[src/rtl/load_store_unit.sv]
// Load/store unit: turns single-cycle core memory accesses into a ready/ack bus transaction.
// Optional bus-timeout abort path is enabled by defining LSU_TIMEOUT_EN.
module load_store_unit #(
    parameter int ADDR_W         = 32,
    parameter int TIMEOUT_CYCLES = 15
) (
    input  logic              clk,
    input  logic              reset,
    input  logic              req_valid,
    input  logic              req_we,
    input  logic [2:0]        funct3,
    input  logic [ADDR_W-1:0] addr,
    input  logic [31:0]       wdata,
    output logic [31:0]       rdata,
    output logic              stall,
    output logic              align_err,
    output logic              timeout_err,
    input  logic              clr_err,
    output logic              bus_req,
    output logic              bus_we,
    output logic [ADDR_W-1:0] bus_addr,
    output logic [3:0]        bus_be,
    output logic [31:0]       bus_wdata,
    input  logic              bus_ack,
    input  logic [31:0]       bus_rdata
);

    typedef enum logic [1:0] {
        ST_IDLE = 2'd0,
        ST_BUSY = 2'd1,
        ST_DONE = 2'd2
    } state_t;

    state_t      state_r;
    logic [2:0]  funct3_r;
    logic [1:0]  offset_r;
    logic        legal_s;
    logic        aligned_s;
    logic        issue_s;
    logic [3:0]  be_s;
    logic [31:0] wdata_s;

`ifdef LSU_TIMEOUT_EN
    localparam logic [7:0] TIMEOUT_LAST = 8'(TIMEOUT_CYCLES - 1);
    logic [7:0] cnt_r;
`else
    assign timeout_err = 1'b0;
`endif

    // Selects the byte/halfword lane of the returned word and extends it.
    function automatic logic [31:0] format_load(input logic [2:0]  f3,
                                                input logic [1:0]  off,
                                                input logic [31:0] word);
        logic [7:0]  b;
        logic [15:0] h;
        b = word[{off, 3'b000} +: 8];
        h = word[{off[1], 4'b0000} +: 16];
        case (f3)
            3'b000:  format_load = {{24{b[7]}}, b};
            3'b001:  format_load = {{16{h[15]}}, h};
            3'b100:  format_load = {24'h000000, b};
            3'b101:  format_load = {16'h0000, h};
            default: format_load = word;
        endcase
    endfunction

    // Legality and alignment decode of the access presented by the core.
    always_comb begin
        legal_s   = 1'b0;
        aligned_s = 1'b1;
        case (funct3)
            3'b000: begin
                legal_s   = 1'b1;
                aligned_s = 1'b1;
            end
            3'b001: begin
                legal_s   = 1'b1;
                aligned_s = ~addr[0];
            end
            3'b010: begin
                legal_s   = 1'b1;
                aligned_s = (addr[1:0] == 2'b00);
            end
            3'b100: begin
                legal_s   = ~req_we;
                aligned_s = 1'b1;
            end
            3'b101: begin
                legal_s   = ~req_we;
                aligned_s = ~addr[0];
            end
            default: begin
                legal_s   = 1'b0;
                aligned_s = 1'b1;
            end
        endcase
    end

    // Byte-enable generation and lane replication of store data.
    always_comb begin
        be_s    = 4'b1111;
        wdata_s = 32'h0000_0000;
        if (req_we) begin
            case (funct3)
                3'b000: begin
                    be_s    = 4'b0001 << addr[1:0];
                    wdata_s = {4{wdata[7:0]}};
                end
                3'b001: begin
                    be_s    = 4'b0011 << addr[1:0];
                    wdata_s = {2{wdata[15:0]}};
                end
                default: begin
                    be_s    = 4'b1111;
                    wdata_s = wdata;
                end
            endcase
        end else begin
            be_s    = 4'b1111;
            wdata_s = 32'h0000_0000;
        end
    end

    assign issue_s = req_valid & legal_s & aligned_s;

    // Stall is combinational so the core is frozen in the same cycle the request appears.
    assign stall = ((state_r == ST_IDLE) & issue_s) | (state_r == ST_BUSY);

    // Transaction FSM with registered bus outputs, load data and sticky error flags.
    always_ff @(posedge clk or negedge reset) begin
        if (!reset) begin
            state_r     <= ST_IDLE;
            funct3_r    <= 3'b000;
            offset_r    <= 2'b00;
            bus_req     <= 1'b0;
            bus_we      <= 1'b0;
            bus_addr    <= '0;
            bus_be      <= 4'b0000;
            bus_wdata   <= 32'h0000_0000;
            rdata       <= 32'h0000_0000;
            align_err   <= 1'b0;
`ifdef LSU_TIMEOUT_EN
            timeout_err <= 1'b0;
            cnt_r       <= 8'd0;
`endif
        end else begin
            // Clear first so that an error set later in this block takes priority.
            if (clr_err) begin
                align_err   <= 1'b0;
`ifdef LSU_TIMEOUT_EN
                timeout_err <= 1'b0;
`endif
            end
            case (state_r)
                ST_IDLE: begin
                    if (issue_s) begin
                        funct3_r  <= funct3;
                        offset_r  <= addr[1:0];
                        bus_req   <= 1'b1;
                        bus_we    <= req_we;
                        bus_addr  <= {addr[ADDR_W-1:2], 2'b00};
                        bus_be    <= be_s;
                        bus_wdata <= wdata_s;
                        state_r   <= ST_BUSY;
                    end else if (req_valid) begin
                        align_err <= 1'b1;
                        rdata     <= 32'h0000_0000;
                    end
                end
                ST_BUSY: begin
                    if (bus_ack) begin
                        bus_req <= 1'b0;
                        if (!bus_we) begin
                            rdata <= format_load(funct3_r, offset_r, bus_rdata);
                        end
                        state_r <= ST_DONE;
                    end else begin
`ifdef LSU_TIMEOUT_EN
                        if (cnt_r == TIMEOUT_LAST) begin
                            bus_req     <= 1'b0;
                            timeout_err <= 1'b1;
                            rdata       <= 32'h0000_0000;
                            state_r     <= ST_DONE;
                        end else begin
                            cnt_r <= cnt_r + 8'd1;
                        end
`else
                        state_r <= ST_BUSY;
`endif
                    end
                end
                ST_DONE: begin
                    state_r <= ST_IDLE;
`ifdef LSU_TIMEOUT_EN
                    cnt_r   <= 8'd0;
`endif
                end
                default: begin
                    bus_req <= 1'b0;
                    state_r <= ST_IDLE;
                end
            endcase
        end
    end

endmodule

[config.mk]
export PLATFORM = sky130hd
export DESIGN_NAME = load_store_unit
export DESIGN_NICKNAME = d
export VERILOG_FILES = /design/src/rtl/load_store_unit.sv
export SDC_FILE = /design/constraint.sdc
export NUM_CORES = 1
export LEC_CHECK = 0
export CAP_MARGIN = 20
export CORE_UTILIZATION = 39
export DETAILED_ROUTE_END_ITERATION = 8
export GPL_ROUTABILITY_DRIVEN = 1
export PLACE_DENSITY = 0.77
export REMOVE_ABC_BUFFERS = 1
export SETUP_SLACK_MARGIN = 0.05
export SYNTH_ARGS = -nofsm -noshare
export SYNTH_HDL_FRONTEND = slang
export SYNTH_SLANG_ARGS = --single-unit
[constraint.sdc]
create_clock -name clk -period 3 [get_ports clk]
set_clock_uncertainty 0.05 [all_clocks]
set_input_delay 0.9 -clock clk [delete_from_list [all_inputs] [get_ports clk]]
set_output_delay 0.9 -clock clk [all_outputs]
set_load 0.1 [all_outputs]
# --- Word-level counts from Yosys, hierarchy flattened ---
# Cells that the tools add are included.
word_totals:
  elab_cells: 68
  ff_bits: 108
  inputBits: 105
  output_inout_bits: 105
op_classes:
  reduce_logical: 11
  muxes: 22
  n_shift: 4
  n_eq_ne: 14
  n_bitwise: 7
op_table:
  columns: ["op", "n"]
  rows:
  - ["$mux W32", 5]
  - ["$pmux W32 S2", 2]
  - ["$pmux W32 S4", 1]
  - ["$shiftx A32 B6 Y16", 1]
  - ["$shiftx A32 B6 Y8", 1]
  - ["$eq A3 B3 Y1 const B", 4]
  - ["$ne A2 B2 Y1 const B", 5]
  - ["$pmux W4 S2", 1]
  - ["$eq A3 B1 Y1 const B", 2]
  - ["$logic_not A3 Y1", 2]
  - ["$mux W1", 6]
  - ["$reduce_and A5 Y1", 1]
  - ["$logic_not A2 Y1", 2]
  - ["$mux W2", 2]
  - ["$mux W4", 1]
  - ["$pmux W1 S2", 2]
  - ["$pmux W2 S2", 1]
  - ["$reduce_or A2 Y1", 2]
  - ["$shl A1 B2 Y4 const A", 1]
  - ["$shl A2 B2 Y4 const A", 1]
  - ["$and A1 B1 Y1", 3]
  - ["$eq A3 B2 Y1 const B", 1]
  - ["$not A1 Y1", 3]
  - ["$pmux W1 S3", 1]
  - ["7 further kinds", 7]

# --- Depth between registers and ports, before layout ---
logic_depth:
  depth_word: 7
  ltp_mapped: 7
  ltp_nobuf: 4

# --- Least setup slack after synthesis ---
# OpenSTA, ideal clock, no wires.
synth_path:
  kind: "input to output"
  startpoint: "in funct3[0]"
  endpoint: "out stall"
  slack_ps: -558
  path_buffers: 3
  path_stages: 6
  arrival_time_ps: 2608
  cell_sequence: "buf_2 a221oi_1 o21bai_1 buf_2 clkbuf_1 nand2_1"
synth_between:
  elab_chain_len: 7
  word_cells_on_any_way: 14
  cone_classes: "eq/ne: 4; mux: 2; bitwise: 4; reduce/logical: 4"
synth_rtl:
  columns: ["item", "line", "rtl"]
  rows:
  - ["start, declared", "11", "input logic [2:0] funct3,"]
  - ["$eq A3 B1 Y1 (tied with other cells)", "71", "case (funct3)"]
  - ["$reduce_or A3 Y1 (no source line) or $reduce_or A2 Y1 (tied branches)", null, null]
  - ["$pmux W1 S2", "71", null]
  - ["$and A1 B1 Y1", "124", "assign issue_s = req_valid & legal_s & aligned_s;"]
  - ["$and A1 B1 Y1 *", "124", null]
  - ["$and A1 B1 Y1 *", "127", "assign stall = ((state_r == ST_IDLE) & issue_s) | (state_r == ST_BUSY);"]
  - ["$or A1 B1 Y1 *", "127", null]
  - ["end, declared", "15", "output logic stall,"]
# Every way passes the cells marked *; elsewhere a longest branch is shown, timed or not.

# --- Worst setup path in the final report ---
layout_path:
  startpoint: "in req_we"
  endpoint: "out stall"
layout_between:
  elab_chain_len: 6
layout_rtl:
  columns: ["item", "line", "rtl"]
  rows:
  - ["start, declared", "10", "input logic req_we,"]
  - ["$not A1 Y1", "85, 89", null]
  - ["$pmux W1 S2", "71", null]
  - ["$and A1 B1 Y1 (2 in series)", "124", null]
  - ["$and A1 B1 Y1", "127", null]
  - ["$or A1 B1 Y1", "127", null]
# Every way passes these cells.

==> flow_summary.ini <==
[place]
placedCellCount = 836
port_buffers = 206
hpwl_um = 9960
gp_congestion = 0.804

[final_layout]
syn2layout_area_growth_pct = 47.9
antenna_cells = 0
post_route_cells_drive_above_1_share_pct = 29.1
layoutNonFillerInstCount = 853
nets = 781

[route]
drt_first_pass_iters = 7
route.detailed.drc = 0
vias_per_cell = 5.16
drt_iter0_drc = 304
drtAntennaViolNets = 0
vias = 4400
wl_per_cell_um = 16.5
routed_wirelength_um = 14000

[grt]
grt_use_met1_pct = 26.2
overflow = 0
grt_busiest_layer = met2
grt.total_usage_pct = 21.1
grtUsageMet2_pct = 34.9
grt_max_degree = 109
grt_pass1_wl_um = 21600
grt.met3_usage_pct = 4.76
antenna_found_initial = 0
grt_pass1_vias = 4285

[setup_path]
crit_required_ns = 2.05
slowest_delay_ns = 0.27
crit_buf_inv = 3
r2r_slack_ns = 0.99
critical_path.top_delay_family = buffers and inverters
crit_type = input port to output port
cp_slowest_cell = dlygate4sd2_1
crit_fanout = 2
cp_cell_sequence = dlygate4sd2_1 -> a221oi_2 -> buf_4 -> o21bai_4 -> nand2_2 -> buf_12
cp.arrival_ns = 1.97
cp-start-kind = input port
crit_path_end_kind = output port

[power]
leakagePower_nw = 3.47
vdd_ir_drop_max_v = 0.000552
pwr_density_cell_nw_per_um2 = 1000

[die]
io_pins = 210
start_util_pct = 40.0
die_x_um = 115
fp.dieArea_um2 = 13300
dieHeight_um = 115
coreArea_um2 = 12600
num_rows = 41

[synth]
synth_ff_type = dfrtp_1
synth_cell_type_count = 39
yosysTopAreaCell = dfrtp_1
yosysMostFrequentCell = dfrtp_1
ys_seq_elements = 108
ys_seq_area_share_pct = 53.8
synthArstFlopShare_pct = 100
synthTopCellsByCount = dfrtp_1 (108), nand2_1 (96), mux2_2 (41)
synth_top_area_share_pct = 53.8
synth_edf_count = 0
synth.area.top_cells = dfrtp_1 (54%), mux2_2 (9.2%), nand2_1 (7.2%), mux2i_1 (5.0%), o21ai_0 (3.6%)
yosys_warnings = 0
avgSynthCellArea_um2 = 10.7
syn_inst = 471
synth_area_um2 = 5020

[sta]
slew_headroom_pct = 45.1
slew_violations = 0
tightest_slew_ns = 0.824
post-route-min-period_ns = 2.92
rsz0062_at_grt = no
setup_viol = 0
whs_ns = 0.432
period_share_pct = 97.3
hold_violations = 0
clock.fmax_mhz = 342

[clocking]
cts_hold_buf = 0
cts_buffer_depth = 2
clkSinkCount = 108
clk_latency_ns = 0.35
root_buffer = clkbuf_16
cts_buffers = 9
clk_pin_slew_ns = 0.07
htreeDepth = 3
tritoncts = built

[worst_hold_path]
hp-class = register to register

[run_status]
status = complete, no violations

[run]
drv_cap = 0
layer usage:
metal,vias to the layer above,part of all wire [%]
li1,2080,-
met1,2119,42
met2,179,48
met3,22,7.4
met4,0,2.5
met5,-,0
area by class of cell:
| type | instances | area (µm²) |
|---|---|---|
| Clock buffer | 12 | 256 |
| Clock inverter | 4 | 47.5 |
| Fill cell | 1072 | 5140 |
| Inverter | 6 | 22.5 |
| Multi-Input combinational cell | 318 | 2140 |
| Sequential cell | 108 | 2700 |
| Tap cell | 172 | 215 |
| Timing Repair Buffer | 233 | 2040 |
layout by cell type, fill, tap and decap left out, types with 2 or more instances in the layout:
cell             synthesis  final
nor3b_1                  7      7
clkdlybuf4s50_1          0     96
o21ai_0                 36     36
o31ai_1                 24     24
clkbuf_16                0      9
nand2_1                 96     95
o211ai_1                 8      8
mux2_2                  41     41
o311ai_0                 7      7
dfrtp_1                108    108
dlygate4sd2_1            0      4
clkbuf_8                 0      2
clkinv_2                 0      2
inv_1                    5      5
a221oi_1                 9      8
nor2_1                  18     17
conb_1                   1      3
buf_4                    3    126
clkbuf_2                 0      2
buf_12                   0      4
a22oi_1                 16     16
mux2i_1                 25     25
nand2b_1                10     10
logic make-up after synthesis:
family	Yosys count	share of synthesized area (%)
other	1	0.0747
and+or+nand+nor	140	12.4
muxes	68	14.8
buffers and inverters	47	4.31
AOI/OAI and AO/OA	107	14.6
DFF	108	53.8
stage by stage:
stage | setup slack [ns] | power, mW | cell area, µm² | utilization, % | TNS, ns
after global placement | -0.214 | 6.19 | 7110 | 56.6 | -0.889
final | 0.0800 | 7.43 | 7430 | 59.1 | 0
after global routing | 0.0562 | 7.71 | 7430 | 59.1 | 0
after CTS | 0.0659 | 7.49 | 7440 | 59.2 | 0
after detailed placement | -0.274 | 6.25 | 7110 | 56.6 | -1.98
after floorplan | -5.08 | 5.21 | 4840 | - | -211.05
power by group:
part	internal (mW)	total [mW]	switching [mW]	leakage [nW]
clock	0.691	1.22	0.528	0.149
combinational	0.934	4.14	3.20	1.95
sequential	1.82	2.08	0.254	1.38
what timing repair did:
action,CTS,global route
endpoints found under the setup margin,1,1
hold endpoints to repair,0,0
gates resized for setup,14,3
setup buffers,1,0
pin swaps,1,1
sequential cells by signal, summed over array words and instances (netlist names):
signal     count
bus_wdata     32
align_err      1
bus_be         4
state_r        2
bus_req        1
bus_we         1
rdata         32
bus_addr      30
offset_r       2
funct3_r       3
worst reg2reg max path, cell delays in order, from the launching register on:
cell and delay, ns:
dfrtp_1 0.42, or3b_4 0.42, o21bai_4 0.19, buf_4 0.14, buf_4 0.31, mux2_2 0.38
worst paths after layout:
check                               from            end  cells past startpoint
setup / recovery                  req_we          stall                      6
hold / removal             bus_wdata[13]  bus_wdata[13]                      2
setup reg to reg              state_r[0]   bus_addr[24]                      5
hold reg to reg            bus_wdata[13]  bus_wdata[13]                      2
max in group asynchronous          reset      rdata[27]                      2
min in group asynchronous          reset   bus_addr[23]                      2
No activity file was read; power rests on OpenSTA's default activity.
